### config.mk
export PLATFORM = sky130hd
export DESIGN_NAME = bcd_scan_ctrl
export DESIGN_NICKNAME = d
export VERILOG_FILES = /design/src/rtl/disp_pkg.sv /design/src/rtl/bcd_dec_1of10.sv /design/src/rtl/bcd_scan_ctrl.sv
export SDC_FILE = /design/constraint.sdc
export NUM_CORES = 1
export LEC_CHECK = 0
export CELL_PAD_IN_SITES_DETAIL_PLACEMENT = 1
export CELL_PAD_IN_SITES_GLOBAL_PLACEMENT = 1
export CORE_UTILIZATION = 41
export DETAILED_ROUTE_END_ITERATION = 6
export PLACE_DENSITY_LB_ADDON = 0.1
export SYNTH_ARGS = -nofsm -noshare
export SYNTH_HDL_FRONTEND = slang
export SYNTH_SLANG_ARGS = --single-unit
### constraint.sdc
create_clock -name clk -period 3.1 [get_ports clk]
set_input_delay 0.62 -clock clk [delete_from_list [all_inputs] [get_ports clk]]
set_output_delay 0.62 -clock clk [all_outputs]
set_load 0.02 [all_outputs]
### src/rtl/disp_pkg.sv
// Shared definitions for the BCD display scan path: scan state encoding and
// the digit / decoded-pattern widths used by the controller and the decoder.
package disp_pkg;

    typedef enum logic [1:0] {
        ST_IDLE  = 2'd0,
        ST_SCAN  = 2'd1,
        ST_BLANK = 2'd2
    } scan_state_t;

    localparam int DEC_W = 10;
    localparam int BCD_W = 4;

endpackage

### src/rtl/bcd_dec_1of10.sv
// Combinational BCD to 1-of-10 decoder. Value k sets bit k; codes 10..15
// produce all zeros so an invalid digit simply goes dark.
module bcd_dec_1of10
    import disp_pkg::*;
(
    input  logic [BCD_W-1:0] bcd,
    output logic [DEC_W-1:0] dec
);

    // one-hot decode of legal BCD codes, dark otherwise
    always_comb begin
        dec = '0;
        if (bcd <= 4'd9) begin
            dec = DEC_W'(1) << bcd;
        end
    end

endmodule

### src/rtl/bcd_scan_ctrl.sv
// Time-multiplexed BCD digit scan controller. A new word is accepted over a
// valid/ready port into a shadow register and only becomes visible at a
// frame boundary (or immediately while idle). Each digit is driven for DWELL
// cycles followed by one blank cycle to avoid ghosting between digits.
// Optional build macro: LEADING_ZERO_BLANK_EN -- darkens leading zero digits
// (digit 0 always shown).
//
// state    | meaning
// ---------+------------------------------------------------------------
// ST_IDLE  | outputs dark, waiting for enable; loads go straight to active
// ST_SCAN  | driving digit idx for DWELL cycles
// ST_BLANK | single dark cycle between digits; idx advances, frame commit
module bcd_scan_ctrl
    import disp_pkg::*;
#(
    parameter int N_DIGITS = 4,
    parameter int DWELL    = 1000
) (
    input  logic                      clk,
    input  logic                      rst,
    input  logic                      enable,
    input  logic                      load_valid,
    output logic                      load_ready,
    input  logic [BCD_W*N_DIGITS-1:0] load_data,
    output logic [N_DIGITS-1:0]       dig_sel,
    output logic [DEC_W-1:0]          D,
    output logic                      frame_done,
    output logic                      err
);

    localparam int CNT_W  = (DWELL > 1) ? $clog2(DWELL) : 1;
    localparam int IDX_W  = (N_DIGITS > 1) ? $clog2(N_DIGITS) : 1;
    localparam int WORD_W = BCD_W * N_DIGITS;
    localparam logic [CNT_W-1:0] CNT_LAST = CNT_W'(DWELL - 1);
    localparam logic [IDX_W-1:0] IDX_LAST = IDX_W'(N_DIGITS - 1);

    scan_state_t         state, state_nx;
    logic [WORD_W-1:0]   active, active_nx;
    logic [WORD_W-1:0]   shadow, shadow_nx;
    logic                pending, pending_nx;
    logic [IDX_W-1:0]    idx, idx_nx;
    logic [CNT_W-1:0]    cnt, cnt_nx;
    logic [N_DIGITS-1:0] dig_sel_nx;
    logic [DEC_W-1:0]    d_nx;
    logic                frame_done_nx;
    logic                err_nx;
    logic                transfer;
    logic [BCD_W-1:0]    digit_mux;
    logic [DEC_W-1:0]    dec_out;
    logic                lz_blank;

    // a pending word blocks further loads until it has been committed
    assign load_ready = ~pending;
    assign transfer   = load_valid & ~pending;

    // next-state, buffer and commit decisions
    always_comb begin
        state_nx      = state;
        active_nx     = active;
        shadow_nx     = shadow;
        pending_nx    = pending;
        idx_nx        = idx;
        cnt_nx        = cnt;
        frame_done_nx = 1'b0;

        // while scanning, loads park in the shadow until the frame wraps
        if (transfer && (state != ST_IDLE)) begin
            shadow_nx  = load_data;
            pending_nx = 1'b1;
        end

        case (state)
            ST_IDLE: begin
                // nothing is being displayed, so a new word can apply at once;
                // a word left pending by a mid-frame stop is flushed here too
                if (pending) begin
                    active_nx  = shadow;
                    pending_nx = 1'b0;
                end else if (transfer) begin
                    active_nx = load_data;
                    shadow_nx = load_data;
                end
                if (enable) begin
                    state_nx = ST_SCAN;
                    idx_nx   = '0;
                    cnt_nx   = '0;
                end
            end
            ST_SCAN: begin
                if (cnt == CNT_LAST) begin
                    state_nx      = ST_BLANK;
                    frame_done_nx = (idx == IDX_LAST);
                end else begin
                    cnt_nx = cnt + CNT_W'(1);
                end
            end
            ST_BLANK: begin
                cnt_nx = '0;
                if (idx == IDX_LAST) begin
                    idx_nx = '0;
                    if (pending) begin
                        active_nx  = shadow;
                        pending_nx = 1'b0;
                    end
                end else begin
                    idx_nx = idx + IDX_W'(1);
                end
                state_nx = enable ? ST_SCAN : ST_IDLE;
            end
            default: begin
                state_nx = ST_IDLE;
            end
        endcase
    end

    // select the digit to be shown next so the decoded pattern can be registered
    always_comb begin
        digit_mux = '0;
        for (int i = 0; i < N_DIGITS; i++) begin
            if (IDX_W'(i) == idx_nx) begin
                digit_mux = active_nx[BCD_W*i +: BCD_W];
            end
        end
    end

    bcd_dec_1of10 u_dec (
        .bcd (digit_mux),
        .dec (dec_out)
    );

    // leading-zero suppression: digit is dark if it and every digit above are zero
    always_comb begin
        lz_blank = 1'b0;
`ifdef LEADING_ZERO_BLANK_EN
        begin
            logic zero_above;
            zero_above = 1'b1;
            for (int i = N_DIGITS - 1; i >= 1; i--) begin
                zero_above = zero_above & (active_nx[BCD_W*i +: BCD_W] == '0);
                if (IDX_W'(i) == idx_nx) begin
                    lz_blank = zero_above;
                end
            end
        end
`endif
    end

    // output patterns and invalid-digit flag for the upcoming cycle
    always_comb begin
        err_nx     = 1'b0;
        dig_sel_nx = '0;
        d_nx       = '0;
        for (int i = 0; i < N_DIGITS; i++) begin
            if (active_nx[BCD_W*i +: BCD_W] > 4'd9) begin
                err_nx = 1'b1;
            end
        end
        if (state_nx == ST_SCAN) begin
            dig_sel_nx = N_DIGITS'(1) << idx_nx;
            d_nx       = lz_blank ? '0 : dec_out;
        end
    end

    // state, buffers and registered outputs
    always_ff @(posedge clk) begin
        if (rst) begin
            state      <= ST_IDLE;
            active     <= '0;
            shadow     <= '0;
            pending    <= 1'b0;
            idx        <= '0;
            cnt        <= '0;
            dig_sel    <= '0;
            D          <= '0;
            frame_done <= 1'b0;
            err        <= 1'b0;
        end else begin
            state      <= state_nx;
            active     <= active_nx;
            shadow     <= shadow_nx;
            pending    <= pending_nx;
            idx        <= idx_nx;
            cnt        <= cnt_nx;
            dig_sel    <= dig_sel_nx;
            D          <= d_nx;
            frame_done <= frame_done_nx;
            err        <= err_nx;
        end
    end

endmodule

==> load_flow_metrics.sql, run 1 <==
INSERT INTO impl_metrics (metric_group, metric, value, unit) VALUES
('timing', 'final.setup.tns', '0', 'ns'),
('worst_setup_path', 'timing.critical_path.to_type', 'flip-flop', ''),
('pwr', 'ir_drop', '0.342', 'mV'),
('worst_setup_path', 'rr_worst_depth', '8', ''),
('clock_tree', 'clock_insertion_delay_worst_skew', '0.36', 'ns'),
('pwr', 'pwr-share-comb', '12.8', '%'),
('worst_hold_path', 'timing.hold.worst.class', 'reg2reg', ''),
('worst_setup_path', 'cp-start-kind', 'primary input', ''),
('floorplanning', 'initial_core_util', '43.3', '%'),
('cells_and_area', 'final_util', '54.7', '%'),
('cells_and_area', 'num_antenna_cells', '0', ''),
('pwr', 'internal_power', '1.53', 'mW'),
('floorplanning', 'die_extent_in_y', '84.6', 'um'),
('pwr', 'p_leak', '1.34', 'nW'),
('worst_setup_path', 'r2r_start', 'idx[0]$_SDFF_PP0_', ''),
('clock_tree', 'tritoncts', 'built', ''),
('worst_setup_path', 'r2r-end', 'D[9]$_SDFF_PP0_', ''),
('global_routing', 'global_route.usage.total', '21.3', '%'),
('floorplanning', 'fp.dieW', '84.6', 'um'),
('clock_tree', 'level_count_of_the_clock_h_tree', '3', ''),
('global_routing', 'pin_count_of_the_biggest_net_entering_global_routing', '41', ''),
('floorplanning', 'floorplan.die_area', '0.00715', 'mm^2'),
('timing', 'hold_ws', '0.462', 'ns'),
('routing', 'vias_per_cell', '5.44', ''),
('worst_setup_path', 'critical_path_class', 'in2reg', ''),
('timing', 'max-slew-margin-rel', '62.0', '%'),
('placed_design', 'place.detailed.hpwl', '5.21', 'mm'),
('placed_design', 'io_buffers', '36', ''),
('clock_tree', 'clk_path_buf_depth', '2', ''),
('cells_and_area', 'syn2layout_area_growth', '26.3', '%'),
('global_routing', 'first_global_vias', '2444', ''),
('logic_synthesis', 'synth.lib_cells_used.distinct', '62', ''),
('logic_synthesis', 'synthTopCellsByArea', 'sky130_fd_sc_hd__dfxtp_1 45%, sky130_fd_sc_hd__nor2_1 6.0%, sky130_fd_sc_hd__nand2_1 5.2%', ''),
('worst_setup_path', 'critical_path.max_stage_delay', '0.63', 'ns'),
('placed_design', 'place_congestion', '0.825', ''),
('timing', 'rsz0062_at_grt', 'no', ''),
('routing', 'drt_wl_total', '7.02', 'mm'),
('routing', 'first_pass_iters', '7', ''),
('run', 'max_cap_violations', '0', ''),
('worst_setup_path', 'crit_end', 'D[4]$_SDFF_PP0_', ''),
('cells_and_area', 'final_cell_count_without_fillers', '437', ''),
('worst_setup_path', 'req_time_crit_path', '3.39', 'ns'),
('logic_synthesis', 'synthFlopType', 'sky130_fd_sc_hd__dfxtp_1', ''),
('routing', 'num_vias', '2379', ''),
('global_routing', 'antenna_violations_before_repair', '0', ''),
('pwr', 'power.share.switching', '24.6', '%'),
('worst_setup_path', 'critPathMaxFanout', '7', ''),
('logic_synthesis', 'post-synth-top-area-fraction', '45.1', '%'),
('pwr', 'cellPowerDensity', '575', 'mW/mm^2'),
('logic_synthesis', 'synth-edff-count', '0', ''),
('pwr', 'clock_share_of_power', '44.5', '%'),
('logic_synthesis', 'mapped_area', '0.00280', 'mm^2'),
('worst_setup_path', 'critical_path.cell_chain', 'clkdlybuf4s50_1, buf_4, mux2_2, a32oi_1, nand4_1, a41oi_1, or3b_1, nor2_1', ''),
('clock_tree', 'cts_setup_buffers', '0', ''),
('clock_tree', 'ctsResizeCount', '0', ''),
('worst_setup_path', 'timing.reg2reg.setup_slack', '0.60', 'ns'),
('routing', 'route.antenna.remaining_nets', '0', ''),
('run_status', 'violations_in_the_final_reports', 'DRC', ''),
('clock_tree', 'cts.sinks', '63', ''),
('logic_synthesis', 'mappedNetlistNets', '332', ''),
('logic_synthesis', 'syn-mean-instance-area', '9.05', 'um^2'),
('worst_setup_path', 'critical_path_arrival', '2.97', 'ns'),
('routing', 'drtIter0Drc', '98', ''),
('logic_synthesis', 'postSynthCellCount', '309', ''),
('logic_synthesis', 'ys_seq_area_share', '45.1', '%'),
('clock_tree', 'cts.clk_slew.worst_paths', '0.07', 'ns'),
('clock_tree', 'cts_made_buffers', '9', ''),
('timing', 'worst_clock_skew', '0.00635', 'ns'),
('routing', 'drc_errors', '2', ''),
('cells_and_area', 'num-nets-final', '378', ''),
('run_status', 'status', 'finished with violations', '');
sequential cells by signal (all words and copies together) (netlist names):
name	count
shadow	16
frame_done	1
active	16
state	2
idx	2
err	1
cnt	10
D	10
dig_sel	4
pending	1
power groups by stage:
stage	clock, mW	combinational [mW]	sequential, mW
finish	0.903	0.261	0.866
global route	0.954	0.288	0.870
global placement	0	0.257	0.884
detailed placement	0	0.261	0.884
CTS	0.918	0.263	0.866
floorplan	0	0.156	0.887
through the flow:
step,setup slack [ns],power (mW),area (um^2)
2_1_floorplan,0.753,1.04,2800
3_3_place_gp,0.0858,1.14,3280
3_5_place_dp,0.0528,1.15,3280
4_1_cts,0.420,2.05,3530
5_1_grt,0.277,2.11,3530
6_report,0.427,2.03,3530
area by class of cell:
type	count	area, um^2
fill	756	2930
multi-input combinational	227	1430
sequential	63	1260
timing repair buffer	49	470
clock buffer	10	138
clock inverter	6	116
tap	77	96.3
inverter	5	18.8
cells by family (layout without fill, tap and decap cells):
family,Yosys count,after routing,synth area share (%)
compound gates,71,71,18.4
xor+xnor,8,8,2.51
fa+ha+maj,3,3,1.34
buf+inv,19,70,3.71
flops,63,63,45.1
mux,7,7,3.58
simple gates,138,138,25.3
routing by layer:
metal  part of all wire [%]  global-route usage (%)
met5                      0                       0
met4                    1.9                    7.40
met3                    3.0                    5.31
met2                     51                    37.8
met1                     44                    25.0
how the worst min path moves through the flow:
| stage | cells past startpoint | slack [ns] | endpoint | start |
|---|---|---|---|---|
| finish | 2 | 0.46 | shadow[3]$_SDFF_PP0_ | shadow[3]$_SDFF_PP0_ |
| global route | 2 | 0.48 | shadow[15]$_SDFF_PP0_ | shadow[15]$_SDFF_PP0_ |
| CTS | 2 | 0.46 | shadow[3]$_SDFF_PP0_ | shadow[3]$_SDFF_PP0_ |
| detailed placement | 2 | 0.45 | shadow[15]$_SDFF_PP0_ | shadow[15]$_SDFF_PP0_ |
| global placement | 2 | 0.45 | shadow[15]$_SDFF_PP0_ | shadow[15]$_SDFF_PP0_ |
| floorplan | 2 | 0.44 | shadow[11]$_SDFF_PP0_ | shadow[11]$_SDFF_PP0_ |
worst max-delay path, delay by kind of cell:
kind | cells | cell delay [ns]
compound gates | 2 | 0.47
buf+inv | 2 | 0.81
mux | 1 | 0.32
simple gates | 3 | 0.74
placed cells by master, fill, tap and decap left out, types with 4 or more instances in the layout:
cell type	n
sky130_fd_sc_hd__nor3_1	6
sky130_fd_sc_hd__and2_1	7
sky130_fd_sc_hd__clkdlybuf4s50_1	36
sky130_fd_sc_hd__dfxtp_1	63
sky130_fd_sc_hd__a211oi_1	4
sky130_fd_sc_hd__clkbuf_8	10
sky130_fd_sc_hd__nand2b_1	4
sky130_fd_sc_hd__o21ai_0	6
sky130_fd_sc_hd__a221o_1	5
sky130_fd_sc_hd__xnor2_1	7
sky130_fd_sc_hd__a32oi_1	4
sky130_fd_sc_hd__buf_4	12
sky130_fd_sc_hd__inv_1	5
sky130_fd_sc_hd__a21oi_1	23
sky130_fd_sc_hd__nor2_1	45
sky130_fd_sc_hd__nand2_1	39
sky130_fd_sc_hd__nand4_1	5
sky130_fd_sc_hd__nor2b_1	6
Note: power is estimated with default switching activity, not from simulation.
==> run 2, diff against run 1 <==
--- a/config.mk
+++ b/config.mk
@@ -7,6 +7,7 @@
 export LEC_CHECK = 0
 export CELL_PAD_IN_SITES_DETAIL_PLACEMENT = 1
 export CELL_PAD_IN_SITES_GLOBAL_PLACEMENT = 1
+export CORE_ASPECT_RATIO = 1.1
 export CORE_UTILIZATION = 41
 export DETAILED_ROUTE_END_ITERATION = 6
 export PLACE_DENSITY_LB_ADDON = 0.1
==> load_flow_metrics.sql, run 2 (synthesis results as in run 1) <==
INSERT INTO impl_metrics (metric_group, metric, value, unit) VALUES
('cells_and_area', 'nFillCells', '796', ''),
('worst_setup_path', 'req_time_crit_path', '3.39', 'ns'),
('worst_setup_path', 'critical_path_class', 'in2reg', ''),
('worst_setup_path', 'critical_path.max_stage_delay', '0.53', 'ns'),
('timing', 'worst_slew_pin_slew', '0.625', 'ns'),
('clock_tree', 'ctsHoldBuffers', '0', ''),
('worst_setup_path', 'timing.critical_path.to_type', 'flip-flop', ''),
('cells_and_area', 'highest_count_cells_in_the_layout_ignoring_fill_and_taps', '63 x sky130_fd_sc_hd__dfxtp_1, 45 x sky130_fd_sc_hd__nor2_1, 39 x sky130_fd_sc_hd__nand2_1', ''),
('routing', 'num_vias', '2443', ''),
('clock_tree', 'clock_insertion_delay_worst_skew', '0.35', 'ns'),
('global_routing', 'antenna_violations_before_repair', '0', ''),
('placed_design', 'placed_cell_area', '0.00327', 'mm^2'),
('routing', 'vias_per_cell', '5.53', ''),
('floorplanning', 'total_core_area', '0.00659', 'mm^2'),
('worst_hold_path', 'timing.hold.worst.class', 'reg2reg', ''),
('clock_tree', 'tritoncts', 'built', ''),
('pwr', 'ir_drop', '0.271', 'mV'),
('routing', 'route.antenna.remaining_nets', '0', ''),
('clock_tree', 'cts.sinks', '63', ''),
('cells_and_area', 'syn2layout_area_growth', '24.4', '%'),
('pwr', 'p_leak', '1.31', 'nW'),
('worst_setup_path', 'cp-start-kind', 'primary input', ''),
('global_routing', 'global_route.usage.total', '22.4', '%'),
('global_routing', 'pin_count_of_the_biggest_net_entering_global_routing', '41', ''),
('routing', 'top_layer', 'met4', ''),
('global_routing', 'first_global_vias', '2462', ''),
('clock_tree', 'cts_made_buffers', '9', ''),
('timing', 'hold_violation_count_in_the_final_report', '0', ''),
('pwr', 'cellPowerDensity', '538', 'mW/mm^2'),
('placed_design', 'place_congestion', '0.799', ''),
('clock_tree', 'root_buffer', 'sky130_fd_sc_hd__clkbuf_8', ''),
('clock_tree', 'cts_setup_buffers', '0', ''),
('timing', 'max-slew-margin-rel', '58.2', '%'),
('clock_tree', 'ctsResizeCount', '0', ''),
('global_routing', 'globalRoute.totalOverflow', '0', ''),
('placed_design', 'place.detailed.hpwl', '5.50', 'mm'),
('timing', 'final_min_period_over_clock_period', '85.9', '%'),
('cells_and_area', 'post_route_cells_drive_above_1_share', '13.3', '%'),
('cells_and_area', 'final_common_cell', 'sky130_fd_sc_hd__dfxtp_1', ''),
('floorplanning', 'floorplan.die_area', '0.00716', 'mm^2'),
('run', 'max_cap_violations', '0', ''),
('worst_setup_path', 'critical_path.cell_chain', 'clkdlybuf4s50_1, buf_4, mux2_1, a32oi_1, nand4_1, a41oi_1, or3b_1, nor2_1', ''),
('clock_tree', 'cts.clk_slew.worst_paths', '0.08', 'ns'),
('routing', 'drtIter0Drc', '122', ''),
('worst_setup_path', 'crit_buf_inv', '2', ''),
('cells_and_area', 'num-nets-final', '378', ''),
('routing', 'first_pass_iters', '4', ''),
('timing', 'rsz0062_at_grt', 'no', ''),
('timing', 'slew_violations', '0', ''),
('timing', 'final.setup.tns', '0', 'ns'),
('worst_setup_path', 'critical_path.top_delay_family', 'simple AND/OR/NAND/NOR gates', ''),
('timing', 'post-route-min-period', '2.66', 'ns'),
('cells_and_area', 'postLayoutCellArea', '0.00348', 'mm^2'),
('worst_setup_path', 'critPathMaxFanout', '6', ''),
('floorplanning', 'fp.dieW', '80.7', 'um'),
('cells_and_area', 'num_antenna_cells', '0', ''),
('timing', 'timing.fmax', '376', 'MHz'),
('floorplanning', 'number_of_placement_rows', '31', ''),
('run_status', 'status', 'complete, no violations', ''),
('timing', 'setup-violations-final', '0', ''),
('worst_setup_path', 'critical_path_arrival', '2.95', 'ns'),
('global_routing', 'grt_first_pass_wirelength', '11.9', 'mm'),
('floorplanning', 'floorplan.io_pins', '37', ''),
('routing', 'drt_wl_total', '7.48', 'mm'),
('routing', 'wl_met3', '246', 'um'),
('routing', 'drt-wirelength-per-cell', '16.9', 'um'),
('clock_tree', 'clk_path_buf_depth', '2', ''),
('worst_setup_path', 'critical-path-slowest-cell', 'sky130_fd_sc_hd__clkdlybuf4s50_1', ''),
('cells_and_area', 'largestRegisters', 'active x16, shadow x16', ''),
('placed_design', 'io_buffers', '36', ''),
('routing', 'met2_wirelength', '3.76', 'mm'),
('floorplanning', 'initial_core_util', '42.4', '%'),
('floorplanning', 'die_extent_in_y', '88.6', 'um'),
('routing', 'drc_errors', '0', ''),
('routing', 'detail_route.wirelength.met1', '3.38', 'mm'),
('clock_tree', 'level_count_of_the_clock_h_tree', '3', ''),
('timing', 'worst_clock_skew', '0.0138', 'ns');
## run 2: cell types whose count changed in the layout (fill, tap and decap cells not counted), sizes merged
cell	before	now
bufinv	3	1
clkinv	2	3
clkinvlp	0	1
## run 2: metal layers
layer	vias to the layer above	track usage (%)
li1	1198	-
met2	42	38.7
met4	0	9.58
met3	9	3.81
met5	-	0
met1	1194	27.4
## run 2: path summary, 6_finish.rpt
kind         cells past startpoint                 start  slack, ns                   end
max                              8            load_valid       0.44       D[0]$_SDFF_PP0_
min                              2  shadow[7]$_SDFF_PP0_       0.47  shadow[7]$_SDFF_PP0_
max reg2reg                      8     idx[0]$_SDFF_PP0_       0.55       D[9]$_SDFF_PP0_
min reg2reg                      2  shadow[7]$_SDFF_PP0_       0.47  shadow[7]$_SDFF_PP0_
## run 2: worst reg2reg max path: stages (launching register included)
cell	delay, ns
sky130_fd_sc_hd__dfxtp_1	0.36
sky130_fd_sc_hd__ha_1	0.27
sky130_fd_sc_hd__nand2b_2	0.27
sky130_fd_sc_hd__a21oi_2	0.46
sky130_fd_sc_hd__buf_4	0.23
sky130_fd_sc_hd__a211oi_1	0.07
sky130_fd_sc_hd__a211oi_1	0.45
sky130_fd_sc_hd__o21ai_0	0.24
sky130_fd_sc_hd__nor2_1	0.14
## run 2: area by class of cell
type / instances / area, um^2 / share of cell area, %
Sequential cell: 63 / 1260 / 36.3
Clock buffer: 10 / 138 / 3.96
Clock inverter: 6 / 68.8 / 1.98
Inverter: 5 / 18.8 / 0.540
Multi-Input combinational cell: 227 / 1430 / 41.2
Tap cell: 82 / 103 / 2.95
Timing Repair Buffer: 49 / 458 / 13.2
## run 2: through the flow
step | cells | hold WS, ns | util, % | setup slack (ns) | power [mW]
after floorplan | 309 | 0.436 | - | 0.753 | 1.04
after global placement | 426 | 0.448 | 49.6 | 0.118 | 1.14
after detailed placement | 426 | 0.459 | 49.6 | 0.0580 | 1.14
after CTS | 442 | 0.470 | 52.8 | 0.423 | 1.89
after global routing | 442 | 0.487 | 52.8 | 0.285 | 1.94
final | 442 | 0.469 | 52.8 | 0.438 | 1.87
## run 2: where the power goes
part / switching [mW] / internal, mW / leakage, nW / total (mW)
registers: 0.0194 / 0.846 / 0.514 / 0.866
logic: 0.139 / 0.119 / 0.694 / 0.258
clock network: 0.351 / 0.397 / 0.103 / 0.748
total: 0.509 / 1.36 / 1.31 / 1.87
